**src/rtl/mips_pkg.sv**
```systemverilog
// Shared encodings for the multicycle MIPS controller: FSM states, opcodes,
// function fields and ALU operation codes.
package mips_pkg;

  localparam int unsigned STATE_W = 4;
  localparam int unsigned OP_W    = 6;
  localparam int unsigned ALU_W   = 3;

  typedef enum logic [STATE_W-1:0] {
    FETCH1  = 4'd0,
    FETCH2  = 4'd1,
    FETCH3  = 4'd2,
    FETCH4  = 4'd3,
    DECODE  = 4'd4,
    MEMADR  = 4'd5,
    LBRD    = 4'd6,
    LBWR    = 4'd7,
    SBWR    = 4'd8,
    RTYPEEX = 4'd9,
    RTYPEWR = 4'd10,
    BEQEX   = 4'd11,
    JEX     = 4'd12,
    ADDIEX  = 4'd13,
    ADDIWR  = 4'd14
  } state_t;

  localparam logic [OP_W-1:0] OP_LB    = 6'b100000;
  localparam logic [OP_W-1:0] OP_SB    = 6'b101000;
  localparam logic [OP_W-1:0] OP_RTYPE = 6'b000000;
  localparam logic [OP_W-1:0] OP_BEQ   = 6'b000100;
  localparam logic [OP_W-1:0] OP_J     = 6'b000010;
  localparam logic [OP_W-1:0] OP_ADDI  = 6'b001000;

  localparam logic [OP_W-1:0] FN_ADD = 6'b100000;
  localparam logic [OP_W-1:0] FN_SUB = 6'b100010;
  localparam logic [OP_W-1:0] FN_AND = 6'b100100;
  localparam logic [OP_W-1:0] FN_OR  = 6'b100101;
  localparam logic [OP_W-1:0] FN_SLT = 6'b101010;

  localparam logic [ALU_W-1:0] ALU_ADD = 3'b010;
  localparam logic [ALU_W-1:0] ALU_SUB = 3'b110;
  localparam logic [ALU_W-1:0] ALU_AND = 3'b000;
  localparam logic [ALU_W-1:0] ALU_OR  = 3'b001;
  localparam logic [ALU_W-1:0] ALU_SLT = 3'b111;

endpackage

```
**src/rtl/aluctl.sv**
```systemverilog
// R-type funct field to ALU operation decode; unknown functs fall back to add.
module aluctl
  import mips_pkg::*;
(
  input  logic [OP_W-1:0]  funct,
  output logic [ALU_W-1:0] alucont
);

  always_comb begin
    alucont = ALU_ADD;
    case (funct)
      FN_ADD:  alucont = ALU_ADD;
      FN_SUB:  alucont = ALU_SUB;
      FN_AND:  alucont = ALU_AND;
      FN_OR:   alucont = ALU_OR;
      FN_SLT:  alucont = ALU_SLT;
      default: alucont = ALU_ADD;
    endcase
  end

endmodule

```
**src/rtl/controller.sv**
```systemverilog
// Multicycle MIPS-subset Moore controller with byte-wide instruction fetch.
// Outputs decode from the state register; only pcen also depends on zero.
module controller
  import mips_pkg::*;
(
  input  logic               clk,
  input  logic               rst,
  input  logic [OP_W-1:0]    op,
  input  logic [OP_W-1:0]    funct,
  input  logic               zero,
  output logic               memread,
  output logic               memwrite,
  output logic               alusrca,
  output logic               memtoreg,
  output logic               iord,
  output logic               regwrite,
  output logic               regdst,
  output logic               pcen,
  output logic [1:0]         pcsource,
  output logic [1:0]         alusrcb,
  output logic [3:0]         irwrite,
  output logic [ALU_W-1:0]   alucont,
  output logic [STATE_W-1:0] state
);

  state_t           cur;
  state_t           nxt;
  logic [ALU_W-1:0] funct_alu;
  logic             pcwrite;
  logic             pcwritecond;

  aluctl u_aluctl (
    .funct   (funct),
    .alucont (funct_alu)
  );

  // State register
  always_ff @(posedge clk or negedge rst) begin
    if (!rst) cur <= FETCH1;
    else      cur <= nxt;
  end

  // Next-state logic; unused encodings recover to FETCH1
  always_comb begin
    nxt = FETCH1;
    case (cur)
      FETCH1:  nxt = FETCH2;
      FETCH2:  nxt = FETCH3;
      FETCH3:  nxt = FETCH4;
      FETCH4:  nxt = DECODE;
      DECODE: begin
        case (op)
          OP_LB, OP_SB: nxt = MEMADR;
          OP_RTYPE:     nxt = RTYPEEX;
          OP_BEQ:       nxt = BEQEX;
          OP_J:         nxt = JEX;
          OP_ADDI:      nxt = ADDIEX;
          default:      nxt = FETCH1;
        endcase
      end
      MEMADR:  nxt = (op == OP_LB) ? LBRD : SBWR;
      LBRD:    nxt = LBWR;
      LBWR:    nxt = FETCH1;
      SBWR:    nxt = FETCH1;
      RTYPEEX: nxt = RTYPEWR;
      RTYPEWR: nxt = FETCH1;
      BEQEX:   nxt = FETCH1;
      JEX:     nxt = FETCH1;
      ADDIEX:  nxt = ADDIWR;
      ADDIWR:  nxt = FETCH1;
      default: nxt = FETCH1;
    endcase
  end

  // Output decode
  always_comb begin
    memread     = 1'b0;
    memwrite    = 1'b0;
    alusrca     = 1'b0;
    memtoreg    = 1'b0;
    iord        = 1'b0;
    regwrite    = 1'b0;
    regdst      = 1'b0;
    pcwrite     = 1'b0;
    pcwritecond = 1'b0;
    pcsource    = 2'b00;
    alusrcb     = 2'b00;
    irwrite     = 4'b0000;
    alucont     = 3'b000;
    case (cur)
      FETCH1, FETCH2, FETCH3, FETCH4: begin
        memread = 1'b1;
        irwrite = 4'(4'b0001 << cur[1:0]);
        alusrcb = 2'b01;
        alucont = ALU_ADD;
        pcwrite = 1'b1;
      end
      DECODE: begin
        alusrcb = 2'b11;
        alucont = ALU_ADD;
      end
      MEMADR, ADDIEX: begin
        alusrca = 1'b1;
        alusrcb = 2'b10;
        alucont = ALU_ADD;
      end
      LBRD: begin
        memread = 1'b1;
        iord    = 1'b1;
      end
      LBWR: begin
        regwrite = 1'b1;
        memtoreg = 1'b1;
      end
      SBWR: begin
        memwrite = 1'b1;
        iord     = 1'b1;
      end
      RTYPEEX: begin
        alusrca = 1'b1;
        alucont = funct_alu;
      end
      RTYPEWR: begin
        regwrite = 1'b1;
        regdst   = 1'b1;
      end
      BEQEX: begin
        alusrca     = 1'b1;
        alucont     = ALU_SUB;
        pcwritecond = 1'b1;
        pcsource    = 2'b01;
      end
      JEX: begin
        pcwrite  = 1'b1;
        pcsource = 2'b10;
      end
      ADDIWR: regwrite = 1'b1;
      default: ;
    endcase
    pcen = pcwrite | (pcwritecond & zero);
  end

  assign state = cur;

endmodule

```
**config.mk**
```make
export PLATFORM = sky130hd
export DESIGN_NAME = controller
export DESIGN_NICKNAME = d
export VERILOG_FILES = /design/src/rtl/mips_pkg.sv /design/src/rtl/aluctl.sv /design/src/rtl/controller.sv
export SDC_FILE = /design/constraint.sdc
export NUM_CORES = 1
export LEC_CHECK = 0
export ABC_AREA = 1
export CORE_UTILIZATION = 37
export CTS_BUF_LIST = sky130_fd_sc_hd__clkbuf_16
export DETAILED_ROUTE_END_ITERATION = 8
export MAX_ROUTING_LAYER = met4
export PLACE_DENSITY = 0.95
export REMOVE_ABC_BUFFERS = 1
export SYNTH_ARGS = -nofsm -noshare
export SYNTH_HDL_FRONTEND = slang
export SYNTH_SLANG_ARGS = --single-unit
```
**constraint.sdc**
```tcl
create_clock -name clk -period 1.74 [get_ports clk]
set_input_delay 0.348 -clock clk [delete_from_list [all_inputs] [get_ports clk]]
set_output_delay 0.348 -clock clk [all_outputs]
set_load 0.01 [all_outputs]
```
# After elaboration in Yosys (flattened, before gate mapping)
# Index checks and enable logic that the tools add are counted.
# word_totals
reg_bits,4
latch_bits,0
ramBits,0
romBits,0
out_inout_bits,23
elab_cells,55
memories,0
# op_classes
n_addsub,0
mul,0
n_div,0
n_lt_le_gt_ge,0
eq_ne,23
shifts,1
n_mux,17
n_bitwise,2
reduce_logical,11
# ops
operator,count
== test 6 bit (second input constant),6
case mux 4 bit (9 select lines),1
== test 4 bit (second input constant),7
case mux 4 bit (5 select lines),1
== test 4 x 3 -> 1 bit (second input constant),4
case mux 3 bit (4 select lines),1
OR reduction 5 bit,2
two-way mux 1 bit,9
case mux 3 bit (3 select lines),1
== test 4 x 2 -> 1 bit (second input constant),2
two-way mux 4 bit,2
OR reduction 4 bit,2
OR reduction 7 bit,1
== test 6 x 2 -> 1 bit (second input constant),1
== test 6 x 3 -> 1 bit (second input constant),1
== test 6 x 4 -> 1 bit (second input constant),1
zero test 6 bit,1
case mux 2 bit (3 select lines),1
OR reduction 2 bit,3
== test 4 x 1 -> 1 bit (second input constant),1
zero test 4 bit,1
case mux 2 bit (2 select lines),1
left shift 1 x 2 -> 4 bit (first input constant),1
OR reduction 3 bit,1
2 further kinds,2

# Logic depth before layout (Yosys ltp)
# depth
depth_word,4
mapped_depth,8
mapped_depth_nobuf,8

# Cells and area by module
# A second synthesis with hierarchy kept.
# unflattened
hier_cells,104
area_unflattened_um2,540.5
# by_module_without_submodules
mod,n_inst,cells_per_inst,area_per_inst_um2
controller,1,88,464.2
aluctl,1,16,76.3

# Worst setup path before layout
# No wires, ideal clock.
# synth_path
path_kind,register to output
start,"register cur[3], in the netlist state[3]"
end,output alucont[2]
arrival_ps,1070
path_slack_ps,322
path_stages_with_launch,5
path_buffers,0
path_cell_list,dfrtp_1 inv_2 nor2_2 nand2_1 o22ai_1
# synth_via
elab_chain_len,3
elab_cells_between_ends,11
classes_between,eq/ne (8); mux (1); reduce/logical (2)
# synth_lines
item,line_no,source
"start, declared",controller.sv:26,state_t cur;
"start signal, assigned",controller.sv:40,else cur <= nxt;
"== test 4 x 3 -> 1 bit, or another cell as far along",controller.sv:90,case (cur)
OR reduction 7 bit (no line),-,
case mux 3 bit (3 select lines) (*),controller.sv:90,
"end, declared",controller.sv:22,"output logic [ALU_W-1:0] alucont,"
# Mark *: on every way between the ends. The rest lies on a longest branch, timed or not.

# Worst setup path after layout
# layout_path
start,"register cur[1], in the netlist state[1]"
end,output alucont[1]
# The elaborated chain is that of the path after synthesis.

==> impl_metrics.ini <==
[critical_path]
crit_type = flip-flop to primary output
r2r_cells = 10
cpMostUsedCell = buf_4
startpoint_type = flip-flop
crit_chain = buf_4, buf_4, a211oi_2, nand3b_1, buf_2
endpoint_kind = primary output
cp.required_ns = 1.39
worstPathArrival_ns = 1.43
critPathMaxFanout = 3
cpPeakStageDelay_ns = 0.41
slowest_stage = dfrtp_1
r2r_setup_slack_ns = 0.12

[sta]
clock.fmax_mhz = 561
fin_skew_ns = 0.000518
setup_viol = 3
rsz0062_at_grt = yes
fin_crit_ns = 1.78
final.setup.tns_ns = -0.0794
drv_slew = 0
fin_crit_sh_pct = 102
worst_slack_ns = -0.0415
slew_headroom_pct = 81.1
finalHoldViolations = 0
worstMarginPinSlew_ns = 0.283

[die]
die_h_um = 40.7
die_w_um = 40.7
die_area_um2 = 1660
fp-row-count = 13
pin_count = 38
start_util_pct = 41.1
core_um2 = 1350

[place]
dp_slack_ns = -0.483
io_buffer_count = 37
place_hpwl_um = 1680
place_congestion = 0.844

[grt]
gr-usage-all-layers_pct = 41.0
grt_max_degree = 7
grt_pass1_wl_um = 4260
grt_pass1_vias = 968
grt_busiest_layer = met2
gr-usage-met1_pct = 38.1
grt_util_met2_pct = 77.4
met3_usage_pct = 6.52
antenna_found_initial = 0
grt-ovfl-total = 0

[power_and_ir_drop]
p_per_area_nw_per_um2 = 1620
ir_drop_mv = 1.25
p_leak_nw = 0.726

[detailed_routing]
wl_per_cell_um = 19.2
drt-total-wl_um = 3590
ant_nets = 0
drt_first_iter_violations = 74
vias = 1117
drc = 0
vias_per_cell = 5.97
firstDrtPassIters = 5

[run_status]
violations = setup timing
status = complete, but fails checks

[finish]
largest_register_ffs = 4
nets = 189
finalCoreUtilization_pct = 93.9
syn_to_final_growth_pct = 129
diodes = 0
drive_gt1_share_pct = 46.5

[worst_hold_path]
hold_class = input port to asynchronous set/reset pin

[synth]
ys_seq_area_share_pct = 18.1
synthesis.area_um2 = 554
yosys.cell_types.count = 18
syn-instance-count = 101
syn_avg_cell_area_um2 = 5.49
ys_seq_elements = 4
synth_warnings = 0

[clocking]
insertion_delay_ns = 0.23
cts_made_buffers = 3
cts_tree = done
root_buffer = clkbuf_16
cts.reportedPaths.clkPinSlew_ns = 0.03
tritoncts_num_sinks = 4
cts_buffer_depth = 2
cts_hold_buf = 0
cts_max_level = 1

[run]
maxCapViolCount = 0
## path summary, 6_finish.rpt
path | start | to
max | state[1] | alucont[1]
min | rst | state[1]
max reg2reg | state[3] | state[1]
min reg2reg | state[0] | state[0]
max in group asynchronous | rst | state[2]
min in group clk | state[0] | state[0]
## critical path, delay by kind of cell (launching register included)
family | cells | cell delay [ns]
AND/OR/NAND/NOR | 1 | 0.17
flip-flops | 1 | 0.41
AO/OA/AOI/OAI | 1 | 0.19
buffers and inverters | 3 | 0.42
## routing by layer
layer | part of all wire [%] | up-vias | routed length, µm
met5 | 0 | - | 0
met4 | 5.4 | 0 | 193
met3 | 11 | 28 | 407
met2 | 49 | 113 | 1760
met1 | 34 | 512 | 1230
li1 | - | 464 | -
## cell usage after synthesis
master | n | area [µm²]
nand2_1 | 19 | 71.3
nand2_2 | 2 | 12.5
nand2_4 | 1 | 11.3
inv_1 | 16 | 60.1
nor2_1 | 21 | 78.8
o22ai_1 | 2 | 12.5
nor2_4 | 1 | 11.3
nor2_2 | 4 | 25.0
a21bo_2 | 1 | 10.0
nand3_1 | 8 | 40.0
nand4_1 | 5 | 31.3
a211o_1 | 1 | 8.76
dfrtp_1 | 4 | 100
o21ai_0 | 4 | 20.0
nand3b_1 | 1 | 7.51
a21oi_1 | 3 | 15.0
a211oi_2 | 1 | 12.5
inv_2 | 7 | 26.3
## logic make-up (layout without fill, tap and decap cells)
group | count (synthesis) | after routing | synth area share, %
buffers and inverters | 23 | 94 | 15.6
AND/OR/NAND/NOR | 62 | 62 | 52.1
flip-flops | 4 | 4 | 18.1
AO/OA/AOI/OAI | 12 | 12 | 14.2
## cell usage in the layout (no fill, tap or decap), types with 2 or more instances in the layout
master	count
a21oi_1	3
buf_2	8
buf_4	28
buf_6	4
clkbuf_16	3
clkbuf_2	5
clkdlybuf4s50_1	10
dfrtp_2	3
dlygate4sd2_1	7
dlymetal6s2s_1	5
inv_1	14
inv_2	9
nand2_1	16
nand2_2	3
nand2_4	3
nand3_1	8
nand4_1	5
nor2_1	17
nor2_2	4
nor2_4	5
o21ai_0	2
o21ai_2	2
## what timing repair did
action                     CTS  global route
buffers inserted            10             2
resized for setup           61            31
setup endpoints to repair   19            18
pin swaps                    4             5
## area by class of cell
class	instances	area, µm²
Timing Repair Buffer	68	554
Multi-Input combinational cell	74	429
Sequential cell	4	104
Inverter	23	86.3
Fill cell	48	82.6
Clock buffer	3	75.1
Tap cell	15	18.8
## where the power goes
group / leakage, nW / total [mW] / switching [mW] / internal [mW]
sequential: 0.0471 / 0.206 / 0.0682 / 0.138
clock: 0.0370 / 0.374 / 0.0791 / 0.295
combinational: 0.642 / 1.48 / 0.817 / 0.663
## stage by stage
step                total power [mW]  std cells  area (µm²)  hold slack, ns
finish                          2.06        187        1270           0.326
global route                    2.13        187        1270           0.343
CTS                             1.82        185        1210           0.335
detailed placement              1.37        172        1090           0.558
global placement                1.31        172        1090           0.549
floorplan                      0.670        101         554          0.0524
No activity file was read; power rests on OpenSTA's default activity.
